**src/rtl/crc_32_byte_pkg.sv**
```systemverilog
// -----------------------------------------------------------------------------
// crc_32_byte_pkg
// Shared definitions for the CRC-32 byte-stream checker and generator:
//   CRC_POLY          - normal (non-reflected) CRC-32 polynomial
//   CRC_INITIAL_VALUE - register seed at the start of every frame
//   crc_state_t       - checker framing FSM states
//   bit_reverse32     - mirror a 32-bit word (bit 0 <-> bit 31)
//   invert_reverse32  - final CRC transform: complement, then mirror
// -----------------------------------------------------------------------------
package crc_32_byte_pkg;

   localparam logic [31:0] CRC_POLY          = 32'h04C11DB7;
   localparam logic [31:0] CRC_INITIAL_VALUE = 32'hFFFFFFFF;

   typedef enum logic [1:0] {
      ST_IDLE   = 2'd0,
      ST_FILL   = 2'd1,
      ST_STREAM = 2'd2
   } crc_state_t;

   function automatic logic [31:0] bit_reverse32(input logic [31:0] value);
      logic [31:0] result;
      result = 32'h0000_0000;
      for (int i = 0; i < 32; i++) begin
         result[i] = value[31-i];
      end
      return result;
   endfunction

   function automatic logic [31:0] invert_reverse32(input logic [31:0] value);
      return bit_reverse32(~value);
   endfunction

endpackage

```
**src/rtl/crc_32_byte_update.sv**
```systemverilog
// -----------------------------------------------------------------------------
// crc_32_byte_update
// Combinational one-byte CRC-32 step. The register is kept in normal
// (MSB-first) orientation while data bits are consumed LSB first, which
// makes the result equal to the reflected CRC-32 once the final value is
// passed through invert_reverse32.
// Ports:
//   crc_in  [31:0] - current CRC register
//   data_in [7:0]  - byte to absorb
//   crc_out [31:0] - CRC register after absorbing data_in
// -----------------------------------------------------------------------------
module crc_32_byte_update
   import crc_32_byte_pkg::*;
(
   input  logic [31:0] crc_in,
   input  logic [7:0]  data_in,
   output logic [31:0] crc_out
);

   logic [31:0] crc_work_s;

   // Eight serial LFSR steps, data bit 0 first.
   always_comb begin
      crc_work_s = crc_in;
      for (int i = 0; i < 8; i++) begin
         if (crc_work_s[31] ^ data_in[i]) begin
            crc_work_s = {crc_work_s[30:0], 1'b0} ^ CRC_POLY;
         end else begin
            crc_work_s = {crc_work_s[30:0], 1'b0};
         end
      end
      crc_out = crc_work_s;
   end

endmodule

```
**config.mk**
```make
export PLATFORM = sky130hd
export DESIGN_NAME = crc_32_byte_update
export DESIGN_NICKNAME = d
export VERILOG_FILES = /design/src/rtl/crc_32_byte_pkg.sv /design/src/rtl/crc_32_byte_update.sv
export SDC_FILE = /design/constraint.sdc
export NUM_CORES = 1
export LEC_CHECK = 0
export CAP_MARGIN = 20
export CORE_MARGIN = 3
export CORE_UTILIZATION = 39
export DETAILED_ROUTE_END_ITERATION = 12
export PLACE_DENSITY = 0.9
export SYNTH_ARGS = -nofsm -noshare
export SYNTH_HDL_FRONTEND = slang
export SYNTH_SLANG_ARGS = --single-unit
```
**constraint.sdc**
```tcl
create_clock -name vclk -period 2.91
set_input_delay 0.4365 -clock vclk [all_inputs]
set_output_delay 0.4365 -clock vclk [all_outputs]
set_load 0.02 [all_outputs]
```
Word-level counts from Yosys, hierarchy flattened
Index checks and enable logic that the tools add are counted.
Widths: inputs -> output; s select.

storage, ports and cells
  output and inout bits = 32
  register bits = 0
  input bits = 40

cells by class
  bitwise operators = 16
  mux-type cells = 8

operator list
  kind         number
  $mux 27      8
  $not 14->14  8
  $xor 1x1->1  8

Depth between registers and ports, before layout
  depth after elaboration = 16
  gate-level depth with buffers = 3

Worst setup path after synthesis
OpenSTA, ideal clock, no wires.

  path type = input to output
  start point = in data_in[0]
  end point = out crc_out[6]
  data arrival time = 1.683 ns
  setup slack = 0.790 ns
  path buffers = 0
  stages = 3
  cells stage by stage = xnor2_4 > xnor3_2 > xor3_1

on the way
  word-level cells in the longest chain between the ends = 5

ends and longest elaborated chain
  element               line                      text
  start: declaration    crc_32_byte_update.sv:16  input logic [7:0] data_in,
  $xor 1x1->1           crc_32_byte_update.sv:26  if (crc_work_s[31] ^ data_in[i]) begin
  $mux 27               crc_32_byte_update.sv:26
  $xor 1x1->1           crc_32_byte_update.sv:26
  $mux 27 (2 in a row)  crc_32_byte_update.sv:26
  end: declaration      crc_32_byte_update.sv:17  output logic [31:0] crc_out

No other way between the ends.

Worst setup path after layout
  start point = in data_in[2]
  end point = out crc_out[28]

on the way
  word-level cells in the longest chain between the ends = 6

ends and longest elaborated chain
  element                       line
  $xor 1x1->1 (*)               crc_32_byte_update.sv:26
  $mux 27 (*) (3 in a row)      crc_32_byte_update.sv:26
  $not 14->14 (no source line)  -
  $mux 27 (*)                   crc_32_byte_update.sv:26

Mark *: on every way between the ends. The rest lies on a longest branch, timed or not.

==> metrics.txt <==
# TYPE chip_impl_metric gauge
chip_impl_metric{name="dp.final_hpwl",unit="um"} 2440
chip_impl_metric{name="synth-warning-count",unit=""} 0
chip_impl_metric{name="synth.yosys.seq_area_share",unit="%"} 0
chip_impl_metric{name="dieWidth",unit="um"} 56.4
chip_impl_info{name="synth_top_family_by_area",value="XOR/XNOR gates"} 1
chip_impl_metric{name="global_route.usage.met2",unit="%"} 35.6
chip_impl_metric{name="area.growth.synth_to_final",unit="%"} 99.7
chip_impl_metric{name="grt.met1_usage",unit="%"} 19.7
chip_impl_metric{name="maximum_number_of_pins_on_one_net_before_global_route_repair",unit=""} 8
chip_impl_metric{name="clock_power_share",unit="%"} 0
chip_impl_metric{name="power_density",unit="nW/um^2"} 565
chip_impl_metric{name="grt_first_pass_wirelength",unit="um"} 4600
chip_impl_metric{name="switching_share",unit="%"} 46.5
chip_impl_metric{name="syn-num-nets",unit=""} 103
chip_impl_metric{name="timing.critical_path.arrival",unit="ns"} 2.41
chip_impl_metric{name="transition_time_at_the_pin_with_the_least_slew_margin",unit="ns"} 0.332
chip_impl_metric{name="p_leak",unit="nW"} 0.953
chip_impl_info{name="leading_cell_type_in_the_layout_fill_and_taps_excluded",value="sky130_fd_sc_hd__clkdlybuf4s50_1"} 1
chip_impl_metric{name="diode_insertion_count_for_antenna_repair",unit=""} 0
chip_impl_metric{name="drt_drc_violations_left",unit=""} 0
chip_impl_metric{name="grt-ovfl-total",unit=""} 0
chip_impl_metric{name="fmax",unit="GHz"} 0.351
chip_impl_metric{name="placedInstanceArea",unit="um^2"} 1920
chip_impl_metric{name="final_hold_viol_count",unit=""} 0
chip_impl_info{name="timing.hold.worst.class",value="in -> out"} 1
chip_impl_metric{name="grt_antenna_before_repair",unit=""} 0
chip_impl_info{name="timing.setup.critical_path_class",value="in -> out"} 1
chip_impl_metric{name="groute.layer.met3.usage",unit="%"} 4.60
chip_impl_metric{name="fin_crit",unit="ns"} 2.85
chip_impl_metric{name="avgViaCountPerCell",unit=""} 4.48
chip_impl_metric{name="worst_relative_slew_slack",unit="%"} 77.8
chip_impl_metric{name="post_synthesis_cell_area",unit="um^2"} 990
chip_impl_metric{name="route.final.wire_length",unit="um"} 3030
chip_impl_metric{name="sequential_cell_area",unit="um^2"} 0
chip_impl_metric{name="setup_viol_count_final",unit=""} 0
chip_impl_metric{name="ir_drop_worst_case_vdd",unit="V"} 0.000459
chip_impl_metric{name="dr.first_iter.drc_count",unit=""} 13
chip_impl_metric{name="period_share",unit="%"} 97.8
chip_impl_metric{name="first_pass_iters",unit=""} 4
chip_impl_metric{name="synth_compound_gate_area_share",unit="%"} 0
chip_impl_metric{name="critical_path.max_fanout",unit=""} 4
chip_impl_metric{name="die_height",unit="um"} 56.4
chip_impl_metric{name="post_synth_num_cell_types",unit=""} 10
chip_impl_metric{name="combPwrFrac",unit="%"} 100.0
chip_impl_metric{name="cellInternalPower",unit="W"} 0.000599
chip_impl_metric{name="maxCapViolCount",unit=""} 0
chip_impl_metric{name="switching_power",unit="W"} 0.000519
chip_impl_metric{name="synth_xor_xnor_area_share",unit="%"} 99.6
chip_impl_metric{name="grt.total_usage",unit="%"} 17.9
chip_impl_metric{name="worst_ep_required_time",unit="ns"} 2.47
chip_impl_metric{name="hold_ws",unit="ns"} 1.61
chip_impl_metric{name="buffer_ports.inserted",unit=""} 72
chip_impl_metric{name="place_congestion",unit=""} 0.678
chip_impl_metric{name="slew_violations",unit=""} 0
chip_impl_metric{name="first_global_vias",unit=""} 930
chip_impl_metric{name="post_drt_wl_per_cell",unit="um"} 15.7
chip_impl_info{name="outcome",value="finished clean"} 1
chip_impl_metric{name="core_region_area",unit="um^2"} 2320
chip_impl_info{name="crit_path_end_kind",value="primary output"} 1
chip_impl_metric{name="design.seq.count",unit=""} 0
chip_impl_metric{name="clkbuf_count",unit=""} 0
chip_impl_metric{name="design.die.area",unit="um^2"} 3180
chip_impl_metric{name="rows",unit=""} 17
chip_impl_metric{name="fin_util",unit="%"} 85.3
chip_impl_metric{name="synth_simple_gate_area_share",unit="%"} 0
chip_impl_metric{name="initial_utilization",unit="%"} 42.7
chip_impl_info{name="critPathLaunchType",value="primary input"} 1
chip_impl_metric{name="layout-drive-gt1-share",unit="%"} 27.3
chip_impl_metric{name="cts_hold_buf",unit=""} 0
chip_impl_metric{name="boundaryPins",unit=""} 72
chip_impl_metric{name="fin_tns_setup",unit="ns"} 0
chip_impl_metric{name="final_area",unit="um^2"} 1980
chip_impl_metric{name="reg_power_share",unit="%"} 0
chip_impl_metric{name="vias",unit=""} 865
chip_impl_metric{name="power",unit="W"} 0.00112
chip_impl_metric{name="drtAntennaViolNets",unit=""} 0
chip_impl_metric{name="yosys-mux-area-fraction",unit="%"} 0
chip_impl_metric{name="layout.nets",unit=""} 207
chip_impl_info{name="mostFrequentLayoutCells",value="49 x sky130_fd_sc_hd__clkdlybuf4s50_1, 29 x sky130_fd_sc_hd__buf_4, 25 x sky130_fd_sc_hd__xnor2_1"} 1
chip_impl_metric{name="synth-adder-area-share",unit="%"} 0
chip_impl_metric{name="synthesis.area_per_instance",unit="um^2"} 15.7
chip_impl_info{name="gr-max-usage-layer",value="met2"} 1
chip_impl_metric{name="filler_cell_count",unit=""} 119
chip_impl_metric{name="syn-instance-count",unit=""} 63
## worst max-delay path: stages
cell and delay, ns:
sky130_fd_sc_hd__clkdlybuf4s50_1 0.49, sky130_fd_sc_hd__xnor2_4 0.19, sky130_fd_sc_hd__buf_4 0.16, sky130_fd_sc_hd__buf_4 0.16
sky130_fd_sc_hd__xnor2_1 0.21, sky130_fd_sc_hd__xnor2_1 0.14, sky130_fd_sc_hd__clkdlybuf4s50_1 0.62
## Yosys cell counts
cell | number | area [um^2]
sky130_fd_sc_hd__inv_1 | 1 | 3.75
sky130_fd_sc_hd__xor2_2 | 1 | 16.3
sky130_fd_sc_hd__xor3_2 | 1 | 25.0
sky130_fd_sc_hd__xnor3_2 | 2 | 47.6
sky130_fd_sc_hd__xnor2_4 | 8 | 220
sky130_fd_sc_hd__xnor2_1 | 25 | 219
sky130_fd_sc_hd__xnor2_2 | 3 | 48.8
sky130_fd_sc_hd__xor3_1 | 8 | 190
sky130_fd_sc_hd__xor2_1 | 7 | 61.3
sky130_fd_sc_hd__xnor3_1 | 7 | 158
## path summary, 6_finish.rpt
| check | slack, ns | from | cells past startpoint | endpoint |
|---|---|---|---|---|
| setup / recovery | 0.06 | data_in[2] | 7 | crc_out[28] |
| hold / removal | 1.61 | crc_in[16] | 3 | crc_out[24] |
## power by group through the flow
stage | clock network, W | logic [W] | registers, W
after detailed placement | 0 | 0.00120 | 0
after global routing | 0 | 0.00117 | 0
final | 0 | 0.00112 | 0
after global placement | 0 | 0.00118 | 0
after CTS | 0 | 0.00111 | 0
after floorplan | 0 | 0.000657 | 0
## kinds of logic (layout without fill, tap and decap cells)
family / count (synthesis) / after routing
XOR/XNOR: 62 / 62
buffers and inverters: 1 / 103
## routing by layer
metal,wire length (um),part of all wire [%],vias up
li1,-,-,411
met1,1070,35,405
met2,1710,56,47
met3,239,7.9,2
met4,14,0.46,0
met5,0,0,-
## timing repair
item,4_1_cts,5_1_grt
pin swaps,2,2
buffers inserted,3,5
resized for setup,20,4
endpoints found under the setup margin,21,5
## area by class of cell
class | instances | area (um^2) | share of cell area (%)
Inverter | 1 | 3.75 | 0.190
Multi-Input combinational cell | 62 | 997 | 50.4
Tap cell | 28 | 35.0 | 1.77
Timing Repair Buffer | 102 | 941 | 47.6
## per-stage QoR
stage	instances	setup slack, ns
floorplan	63	0.790
global placement	185	-0.108
detailed placement	185	-0.151
CTS	188	0.000523
global route	193	-0.00795
finish	193	0.0636
Power figures use the tool's default switching activity.
